--- config.mk ---
export PLATFORM = sky130hd
export DESIGN_NAME = mem_port_arbiter_flat
export DESIGN_NICKNAME = d
export VERILOG_FILES = /design/src/rtl/mem_port_arbiter_if.sv /design/src/rtl/mem_port_arbiter.sv /design/src/flat_wrapper.sv
export SDC_FILE = /design/constraint.sdc
export NUM_CORES = 1
export LEC_CHECK = 0
export ABC_AREA = 1
export BUFFER_PORTS_ARGS = -buffer_cell sky130_fd_sc_hd__buf_2
export CAP_MARGIN = 20
export CORE_ASPECT_RATIO = 2
export CORE_MARGIN = 10
export CORE_UTILIZATION = 30
export DETAILED_ROUTE_END_ITERATION = 16
export PLACE_DENSITY = 0.59
export SYNTH_ARGS = -nofsm -noshare
export SYNTH_HDL_FRONTEND = slang
export SYNTH_SLANG_ARGS = --single-unit
--- constraint.sdc ---
create_clock -name i_clk -period 2.5 [get_ports i_clk]
set_clock_uncertainty 0.05 [all_clocks]
set_input_delay 0.5 -clock i_clk [delete_from_list [all_inputs] [get_ports i_clk]]
set_output_delay 0.5 -clock i_clk [all_outputs]
set_load 0.01 [all_outputs]
--- src/rtl/mem_port_arbiter_if.sv ---
// mem_port_arbiter_if
// Bundles every request, response and LSU signal of the memory-port arbiter.
//   pipe side : i_pipe_req/wren/addr/st_data/slt_sl in, o_pipe_ack/ld_data/stall out
//   dbg side  : i_dbg_req/wren/addr/st_data/slt_sl in, o_dbg_ack/ld_data out
//   lsu side  : o_lsu_wren/addr/st_data/slt_sl out, i_lsu_ld_data in
//   status    : o_busy out
// Modport slave is the arbiter's view. Modport master is the view of the
// surrounding logic that drives the requests and plays the LSU.
interface mem_port_arbiter_if;
    logic        i_pipe_req;
    logic        i_pipe_wren;
    logic [31:0] i_pipe_addr;
    logic [31:0] i_pipe_st_data;
    logic [2:0]  i_pipe_slt_sl;
    logic        o_pipe_ack;
    logic [31:0] o_pipe_ld_data;
    logic        o_pipe_stall;

    logic        i_dbg_req;
    logic        i_dbg_wren;
    logic [31:0] i_dbg_addr;
    logic [31:0] i_dbg_st_data;
    logic [2:0]  i_dbg_slt_sl;
    logic        o_dbg_ack;
    logic [31:0] o_dbg_ld_data;

    logic        o_lsu_wren;
    logic [31:0] o_lsu_addr;
    logic [31:0] o_lsu_st_data;
    logic [2:0]  o_lsu_slt_sl;
    logic [31:0] i_lsu_ld_data;

    logic        o_busy;

    modport slave (
        input  i_pipe_req, i_pipe_wren, i_pipe_addr, i_pipe_st_data, i_pipe_slt_sl,
        output o_pipe_ack, o_pipe_ld_data, o_pipe_stall,
        input  i_dbg_req, i_dbg_wren, i_dbg_addr, i_dbg_st_data, i_dbg_slt_sl,
        output o_dbg_ack, o_dbg_ld_data,
        output o_lsu_wren, o_lsu_addr, o_lsu_st_data, o_lsu_slt_sl,
        input  i_lsu_ld_data,
        output o_busy
    );

    modport master (
        output i_pipe_req, i_pipe_wren, i_pipe_addr, i_pipe_st_data, i_pipe_slt_sl,
        input  o_pipe_ack, o_pipe_ld_data, o_pipe_stall,
        output i_dbg_req, i_dbg_wren, i_dbg_addr, i_dbg_st_data, i_dbg_slt_sl,
        input  o_dbg_ack, o_dbg_ld_data,
        input  o_lsu_wren, o_lsu_addr, o_lsu_st_data, o_lsu_slt_sl,
        output i_lsu_ld_data,
        input  o_busy
    );
endinterface

--- src/rtl/mem_port_arbiter.sv ---
// mem_port_arbiter
// Shares the single LSU data port between the pipeline MEM stage (priority)
// and the debug/program-loader port, one access at a time. Each access runs
// IDLE -> ACCESS (1 cycle store, LD_LAT cycles load) -> RESP (ack pulse).
// A starvation counter forces a debug grant after STARVE_MAX lost rounds.
// Ports:
//   i_clk     : clock, rising edge
//   i_reset_n : asynchronous active-low reset
//   bus       : mem_port_arbiter_if.slave (requests, acks, load data, LSU, busy)
module mem_port_arbiter #(
    parameter int LD_LAT     = 1,
    parameter int STARVE_MAX = 8
) (
    input  logic              i_clk,
    input  logic              i_reset_n,
    mem_port_arbiter_if.slave bus
);
    localparam int              SC_W     = $clog2(STARVE_MAX + 1);
    localparam logic [3:0]      LAST_CYC = 4'(LD_LAT - 1);
    localparam logic [SC_W-1:0] SC_MAX   = SC_W'(STARVE_MAX);

    typedef enum logic [1:0] {
        IDLE   = 2'd0,
        ACCESS = 2'd1,
        RESP   = 2'd2
    } state_t;

    state_t          state;
    state_t          state_nxt;
    logic            owner_dbg;
    logic            wren_q;
    logic [31:0]     addr_q;
    logic [31:0]     st_data_q;
    logic [2:0]      slt_sl_q;
    logic [3:0]      acc_cnt;
    logic [SC_W-1:0] starve_cnt;
    logic [31:0]     pipe_ld_q;
    logic [31:0]     dbg_ld_q;
    logic            any_req;
    logic            grant_dbg;
    logic            acc_done;
    logic            pipe_ack;

    always_ff @(posedge i_clk or negedge i_reset_n) begin
        if (!i_reset_n) begin
            state <= IDLE;
        end else begin
            state <= state_nxt;
        end
    end

    always_comb begin
        state_nxt = state;
        any_req   = bus.i_pipe_req | bus.i_dbg_req;
        // Debug wins when it is alone or when the pipe has starved it long enough.
        grant_dbg = bus.i_dbg_req & (~bus.i_pipe_req | (starve_cnt == SC_MAX));
        // A store always finishes in one ACCESS cycle; a load after LD_LAT cycles.
        acc_done  = wren_q | (acc_cnt == LAST_CYC);
        case (state)
            IDLE:    if (any_req) state_nxt = ACCESS;
            ACCESS:  if (acc_done) state_nxt = RESP;
            RESP:    state_nxt = IDLE;
            default: state_nxt = IDLE;
        endcase
    end

    always_ff @(posedge i_clk or negedge i_reset_n) begin
        if (!i_reset_n) begin
            owner_dbg  <= 1'b0;
            wren_q     <= 1'b0;
            addr_q     <= '0;
            st_data_q  <= '0;
            slt_sl_q   <= '0;
            acc_cnt    <= '0;
            starve_cnt <= '0;
            pipe_ld_q  <= '0;
            dbg_ld_q   <= '0;
        end else begin
            case (state)
                IDLE: begin
                    acc_cnt <= '0;
                    if (any_req) begin
                        owner_dbg <= grant_dbg;
                        if (grant_dbg) begin
                            wren_q    <= bus.i_dbg_wren;
                            addr_q    <= bus.i_dbg_addr;
                            st_data_q <= bus.i_dbg_st_data;
                            slt_sl_q  <= bus.i_dbg_slt_sl;
                        end else begin
                            wren_q    <= bus.i_pipe_wren;
                            addr_q    <= bus.i_pipe_addr;
                            st_data_q <= bus.i_pipe_st_data;
                            slt_sl_q  <= bus.i_pipe_slt_sl;
                        end
                    end
                    // Reaching the else-if means both requested and the pipe won.
                    if (!bus.i_dbg_req || grant_dbg) begin
                        starve_cnt <= '0;
                    end else if (starve_cnt != SC_MAX) begin
                        starve_cnt <= starve_cnt + 1'b1;
                    end
                end
                ACCESS: begin
                    acc_cnt <= acc_cnt + 1'b1;
                    if (acc_done && !wren_q) begin
                        if (owner_dbg) begin
                            dbg_ld_q <= bus.i_lsu_ld_data;
                        end else begin
                            pipe_ld_q <= bus.i_lsu_ld_data;
                        end
                    end
                end
                default: begin
                end
            endcase
        end
    end

    // Strobes are decoded from state so an asynchronous reset kills them at once.
    assign pipe_ack           = (state == RESP) & ~owner_dbg;
    assign bus.o_pipe_ack     = pipe_ack;
    assign bus.o_dbg_ack      = (state == RESP) & owner_dbg;
    assign bus.o_pipe_stall   = bus.i_pipe_req & ~pipe_ack;
    assign bus.o_pipe_ld_data = pipe_ld_q;
    assign bus.o_dbg_ld_data  = dbg_ld_q;
    assign bus.o_lsu_wren     = (state == ACCESS) & wren_q;
    assign bus.o_lsu_addr     = addr_q;
    assign bus.o_lsu_st_data  = st_data_q;
    assign bus.o_lsu_slt_sl   = slt_sl_q;
    assign bus.o_busy         = (state != IDLE);
endmodule
--- src/flat_wrapper.sv ---
// flat-port wrapper written by rule: the top's interface ports become plain ports
module mem_port_arbiter_flat 
#(
    parameter int LD_LAT     = 1,
    parameter int STARVE_MAX = 8
)
  (i_clk, i_reset_n, bus_i_pipe_req, bus_i_pipe_wren, bus_i_pipe_addr, bus_i_pipe_st_data, bus_i_pipe_slt_sl, bus_o_pipe_ack, bus_o_pipe_ld_data, bus_o_pipe_stall, bus_i_dbg_req, bus_i_dbg_wren, bus_i_dbg_addr, bus_i_dbg_st_data, bus_i_dbg_slt_sl, bus_o_dbg_ack, bus_o_dbg_ld_data, bus_o_lsu_wren, bus_o_lsu_addr, bus_o_lsu_st_data, bus_o_lsu_slt_sl, bus_i_lsu_ld_data, bus_o_busy);
  mem_port_arbiter_if bus_i ();
  input  logic i_clk;
  input  logic i_reset_n;
  input wire logic [$bits(bus_i.i_pipe_req)-1:0] bus_i_pipe_req;
  input wire logic [$bits(bus_i.i_pipe_wren)-1:0] bus_i_pipe_wren;
  input wire logic [$bits(bus_i.i_pipe_addr)-1:0] bus_i_pipe_addr;
  input wire logic [$bits(bus_i.i_pipe_st_data)-1:0] bus_i_pipe_st_data;
  input wire logic [$bits(bus_i.i_pipe_slt_sl)-1:0] bus_i_pipe_slt_sl;
  output wire logic [$bits(bus_i.o_pipe_ack)-1:0] bus_o_pipe_ack;
  output wire logic [$bits(bus_i.o_pipe_ld_data)-1:0] bus_o_pipe_ld_data;
  output wire logic [$bits(bus_i.o_pipe_stall)-1:0] bus_o_pipe_stall;
  input wire logic [$bits(bus_i.i_dbg_req)-1:0] bus_i_dbg_req;
  input wire logic [$bits(bus_i.i_dbg_wren)-1:0] bus_i_dbg_wren;
  input wire logic [$bits(bus_i.i_dbg_addr)-1:0] bus_i_dbg_addr;
  input wire logic [$bits(bus_i.i_dbg_st_data)-1:0] bus_i_dbg_st_data;
  input wire logic [$bits(bus_i.i_dbg_slt_sl)-1:0] bus_i_dbg_slt_sl;
  output wire logic [$bits(bus_i.o_dbg_ack)-1:0] bus_o_dbg_ack;
  output wire logic [$bits(bus_i.o_dbg_ld_data)-1:0] bus_o_dbg_ld_data;
  output wire logic [$bits(bus_i.o_lsu_wren)-1:0] bus_o_lsu_wren;
  output wire logic [$bits(bus_i.o_lsu_addr)-1:0] bus_o_lsu_addr;
  output wire logic [$bits(bus_i.o_lsu_st_data)-1:0] bus_o_lsu_st_data;
  output wire logic [$bits(bus_i.o_lsu_slt_sl)-1:0] bus_o_lsu_slt_sl;
  input wire logic [$bits(bus_i.i_lsu_ld_data)-1:0] bus_i_lsu_ld_data;
  output wire logic [$bits(bus_i.o_busy)-1:0] bus_o_busy;
  assign bus_i.i_pipe_req = bus_i_pipe_req;
  assign bus_i.i_pipe_wren = bus_i_pipe_wren;
  assign bus_i.i_pipe_addr = bus_i_pipe_addr;
  assign bus_i.i_pipe_st_data = bus_i_pipe_st_data;
  assign bus_i.i_pipe_slt_sl = bus_i_pipe_slt_sl;
  assign bus_o_pipe_ack = bus_i.o_pipe_ack;
  assign bus_o_pipe_ld_data = bus_i.o_pipe_ld_data;
  assign bus_o_pipe_stall = bus_i.o_pipe_stall;
  assign bus_i.i_dbg_req = bus_i_dbg_req;
  assign bus_i.i_dbg_wren = bus_i_dbg_wren;
  assign bus_i.i_dbg_addr = bus_i_dbg_addr;
  assign bus_i.i_dbg_st_data = bus_i_dbg_st_data;
  assign bus_i.i_dbg_slt_sl = bus_i_dbg_slt_sl;
  assign bus_o_dbg_ack = bus_i.o_dbg_ack;
  assign bus_o_dbg_ld_data = bus_i.o_dbg_ld_data;
  assign bus_o_lsu_wren = bus_i.o_lsu_wren;
  assign bus_o_lsu_addr = bus_i.o_lsu_addr;
  assign bus_o_lsu_st_data = bus_i.o_lsu_st_data;
  assign bus_o_lsu_slt_sl = bus_i.o_lsu_slt_sl;
  assign bus_i.i_lsu_ld_data = bus_i_lsu_ld_data;
  assign bus_o_busy = bus_i.o_busy;
  mem_port_arbiter #(.LD_LAT(LD_LAT), .STARVE_MAX(STARVE_MAX)) u_core (.i_clk(i_clk), .i_reset_n(i_reset_n), .bus(bus_i));
endmodule
==> flow_summary_export.csv <==
group,metric,value,unit
yosys,syn_inst,933,
power,swShare,40.5,%
power,p_int,0.00685,W
setup_path,crit_family,"flip-flops",
sta,post-route-period-util,80.8,%
yosys,synthArstFlopShare,100,%
setup_path,reg2reg_depth,6,
drt,dr_total_vias,6858,
placed_design,hpwl,18.1,mm
final_layout,area_delta_synth_final,34.3,%
drt,dr.pass1.iters,5,
yosys,synthTopCellsByCount,"nand2_1, nand3_1, inv_1",
global_routing,grtUsageTotal,16.0,%
min_path,min_to,"u_core.bus.o_pipe_ld_data[25]",
setup_path,critPathLaunchType,"register",
die,initial_core_util,30.3,%
global_routing,overflow,0,
sta,tns,0,ps
yosys,yosys_warnings,0,
yosys,synth_top_cell_area_share,51.0,%
min_path,min-delay-start,"bus_i_lsu_ld_data[25]",
yosys,netlist_area,7010,um2
clock_network,clk_latency,430,ps
placed_design,placed_area,8780,um2
power,p_per_area,1220,nW/um2
sta,rsz0062_at_grt,"no",
die,die_x,128,um
sta,slew_headroom,49.3,%
global_routing,grt_max_degree,72,
clock_network,cts_resized,0,
setup_path,cp.arrival,1470,ps
yosys,synth.most_common_cell,"nand2_1",
power,power_frac_seq,35.4,%
power,netSwitchingPower,0.00467,W
global_routing,grt_pass1_vias,7144,
drt,routed_wl,24.0,mm
setup_path,path_cells,"nand2_1 > o21ai_0 > inv_1 > buf_2",
yosys,syn_nets,1109,
clock_network,postCtsHoldBufs,1,
setup_path,crit_slowest_cell,"dfrtp_1",
flow_run,cap_violations,0,
sta,max_freq,0.495,GHz
die,io_pins,308,
sta,setup_violations,0,
power,pwr-share-comb,41.2,%
die,die_y,236,um
clock_network,clk_path_buf_depth,2,
final_layout,final_area,9420,um2
die,die_area,30300,um2
setup_path,r2r-start,"u_core.state[1]",
die,rows,79,
drt,viasPerCell,4.52,
setup_path,reg2reg_to,"u_core.bus.o_lsu_st_data[17]",
setup_path,r2r_slack,620,ps
run_status,outcome,"finished clean",
yosys,synth.area.top_cells,"dfrtp_1, nand2_1, nand3_1",
sta,tightest_slew,761,ps
min_path,hp-class,"input pin to register",
power,leakagePower,5.64,nW
final_layout,utilization,40.7,%
final_layout,fill_cells,2495,
drt,final_antenna_net_count,0,
die,coreArea,23100,um2
setup_path,critPathMaxStageDelay,480,ps
clock_network,htreeDepth,4,
sta,fin_crit,2020,ps
clock_network,cts_sinks,143,
clock_network,cts-root-buf,"clkbuf_16",
clock_network,cts_tree,"done",
final_layout,drive_gt1_share,29.5,%
setup_path,critPathKind,"register to primary output",
yosys,synth_enable_flop_cells,0,
yosys,ys_seq_area_share,51.0,%
global_routing,grt_pass1_wl,38.5,mm
clock_network,clkTransAtPathRegs,60,ps
yosys,yosys.area.top_type,"dfrtp_1",
drt,drt_iter0_markers,358,
sta,hold_slack,237,ps
sta,hold_viol,0,
placed_design,place_congestion,0.799,
sta,drv_slew,0,
setup_path,cp_max_fo,5,
clock_network,cts_inserted_buffers,17,
final_layout,num-nets-final,1397,
power,clkPwrFrac,23.4,%
yosys,synth_ff_type,"dfrtp_1",
clock_network,post-cts-setup-buffers,0,
setup_path,required,1950,ps
setup_path,path_buf_inv,2,
power,ir_drop,0.603,mV
yosys,avgSynthCellArea,7.51,um2
placed_design,io_buffers,307,
drt,drc_errors,0,
setup_path,end_kind,"primary output",
min_path,min_path_cells,3,
global_routing,antenna_found_initial,2,
drt,detail_route.wl_per_cell,15.8,um
yosys,synth_seq_cells,143,
yosys,yosysUniqueCellTypes,22,
==> flip-flops by register name, indices dropped and copies added (netlist names) <==
signal	count
u_core.bus.o_lsu_addr	32
u_core.acc_cnt	4
u_core.starve_cnt	4
u_core.bus.o_dbg_ld_data	32
u_core.state	2
u_core.bus.o_pipe_ld_data	32
u_core.wren_q	1
u_core.bus.o_lsu_slt_sl	3
u_core.owner_dbg	1
u_core.bus.o_lsu_st_data	32
==> worst max-delay path by stage <==
stage	end	cells past startpoint	from	slack, ps
2_1_floorplan	u_core.bus.o_pipe_ld_data[0]	8	u_core.acc_cnt[0]	970
3_3_place_gp	u_core.bus.o_lsu_st_data[7]	6	bus_i_dbg_req	620
3_5_place_dp	u_core.bus.o_lsu_st_data[17]	6	bus_i_dbg_req	590
4_1_cts	bus_o_pipe_stall	4	u_core.state[1]	430
5_1_grt	bus_o_pipe_stall	4	u_core.state[1]	340
6_report	bus_o_pipe_stall	4	u_core.state[1]	480
==> power groups by stage <==
| stage | Combinational, W | Sequential [W] | Clock (W) |
|---|---|---|---|
| after global placement | 0.00482 | 0.00411 | 0 |
| after detailed placement | 0.00491 | 0.00410 | 0 |
| final | 0.00475 | 0.00408 | 0.00270 |
| after floorplan | 0.00224 | 0.00456 | 0 |
| after CTS | 0.00491 | 0.00409 | 0.00278 |
| after global routing | 0.00539 | 0.00423 | 0.00286 |
==> metrics by stage <==
| stage | cells | worst slack [ps] | total power [W] |
|---|---|---|---|
| after floorplan | 933 | 967 | 0.00680 |
| after global placement | 1484 | 620 | 0.00893 |
| after detailed placement | 1484 | 589 | 0.00901 |
| after CTS | 1515 | 428 | 0.0118 |
| after global routing | 1517 | 335 | 0.0125 |
| final | 1517 | 479 | 0.0115 |
==> cells by family after synthesis <==
family / Yosys count / synth area share (%)
AOI/OAI and AO/OA: 45 / 3.44
xor gates and xnor gates: 2 / 0.250
adders and majority gates: 4 / 0.714
buffers and inverters: 209 / 12.5
DFF: 143 / 51.0
and+or+nand+nor: 530 / 32.0
==> per-layer routing <==
| layer | wire, um | track usage, % | vias up |
|---|---|---|---|
| met5 | 0 | 0 | - |
| met4 | 506 | 6.20 | 0 |
| met3 | 1790 | 5.32 | 28 |
| met2 | 12500 | 27.6 | 247 |
| met1 | 9210 | 17.5 | 3164 |
| li1 | - | - | 3419 |
==> final cells by class <==
class                      count  area [um2]  area share [%]
clock inverter                10         163            1.73
antenna                        2        5.00          0.0532
timing repair buffer         324        1720            18.3
clock buffer                  20         457            4.85
inverter                     154         578            6.14
sequential                   143        3580            38.0
tap                          283         354            3.76
multi-input combinational    581        2560            27.2
==> worst reg2reg max path, stage by stage (launching register included) <==
cell	delay (ps)
dfrtp_1	460
nor2_4	240
o21ai_4	90
inv_2	460
buf_12	280
nand3_1	160
nand2_1	80
==> cells in the final DEF, fill, tap and decap left out, drive strengths merged <==
cell type,n
xor2,1
nand3,173
bufinv,4
xnor2,1
buf,323
o21a,1
a21oi,2
o31ai,1
nor2,11
dlygate4sd3,1
diode,2
clkbuf,20
dfrtp,143
inv,154
o21ai,41
nand2,344
ha,4
clkinv,4
nand4,2
clkinvlp,2
Power figures use the tool's default switching activity.
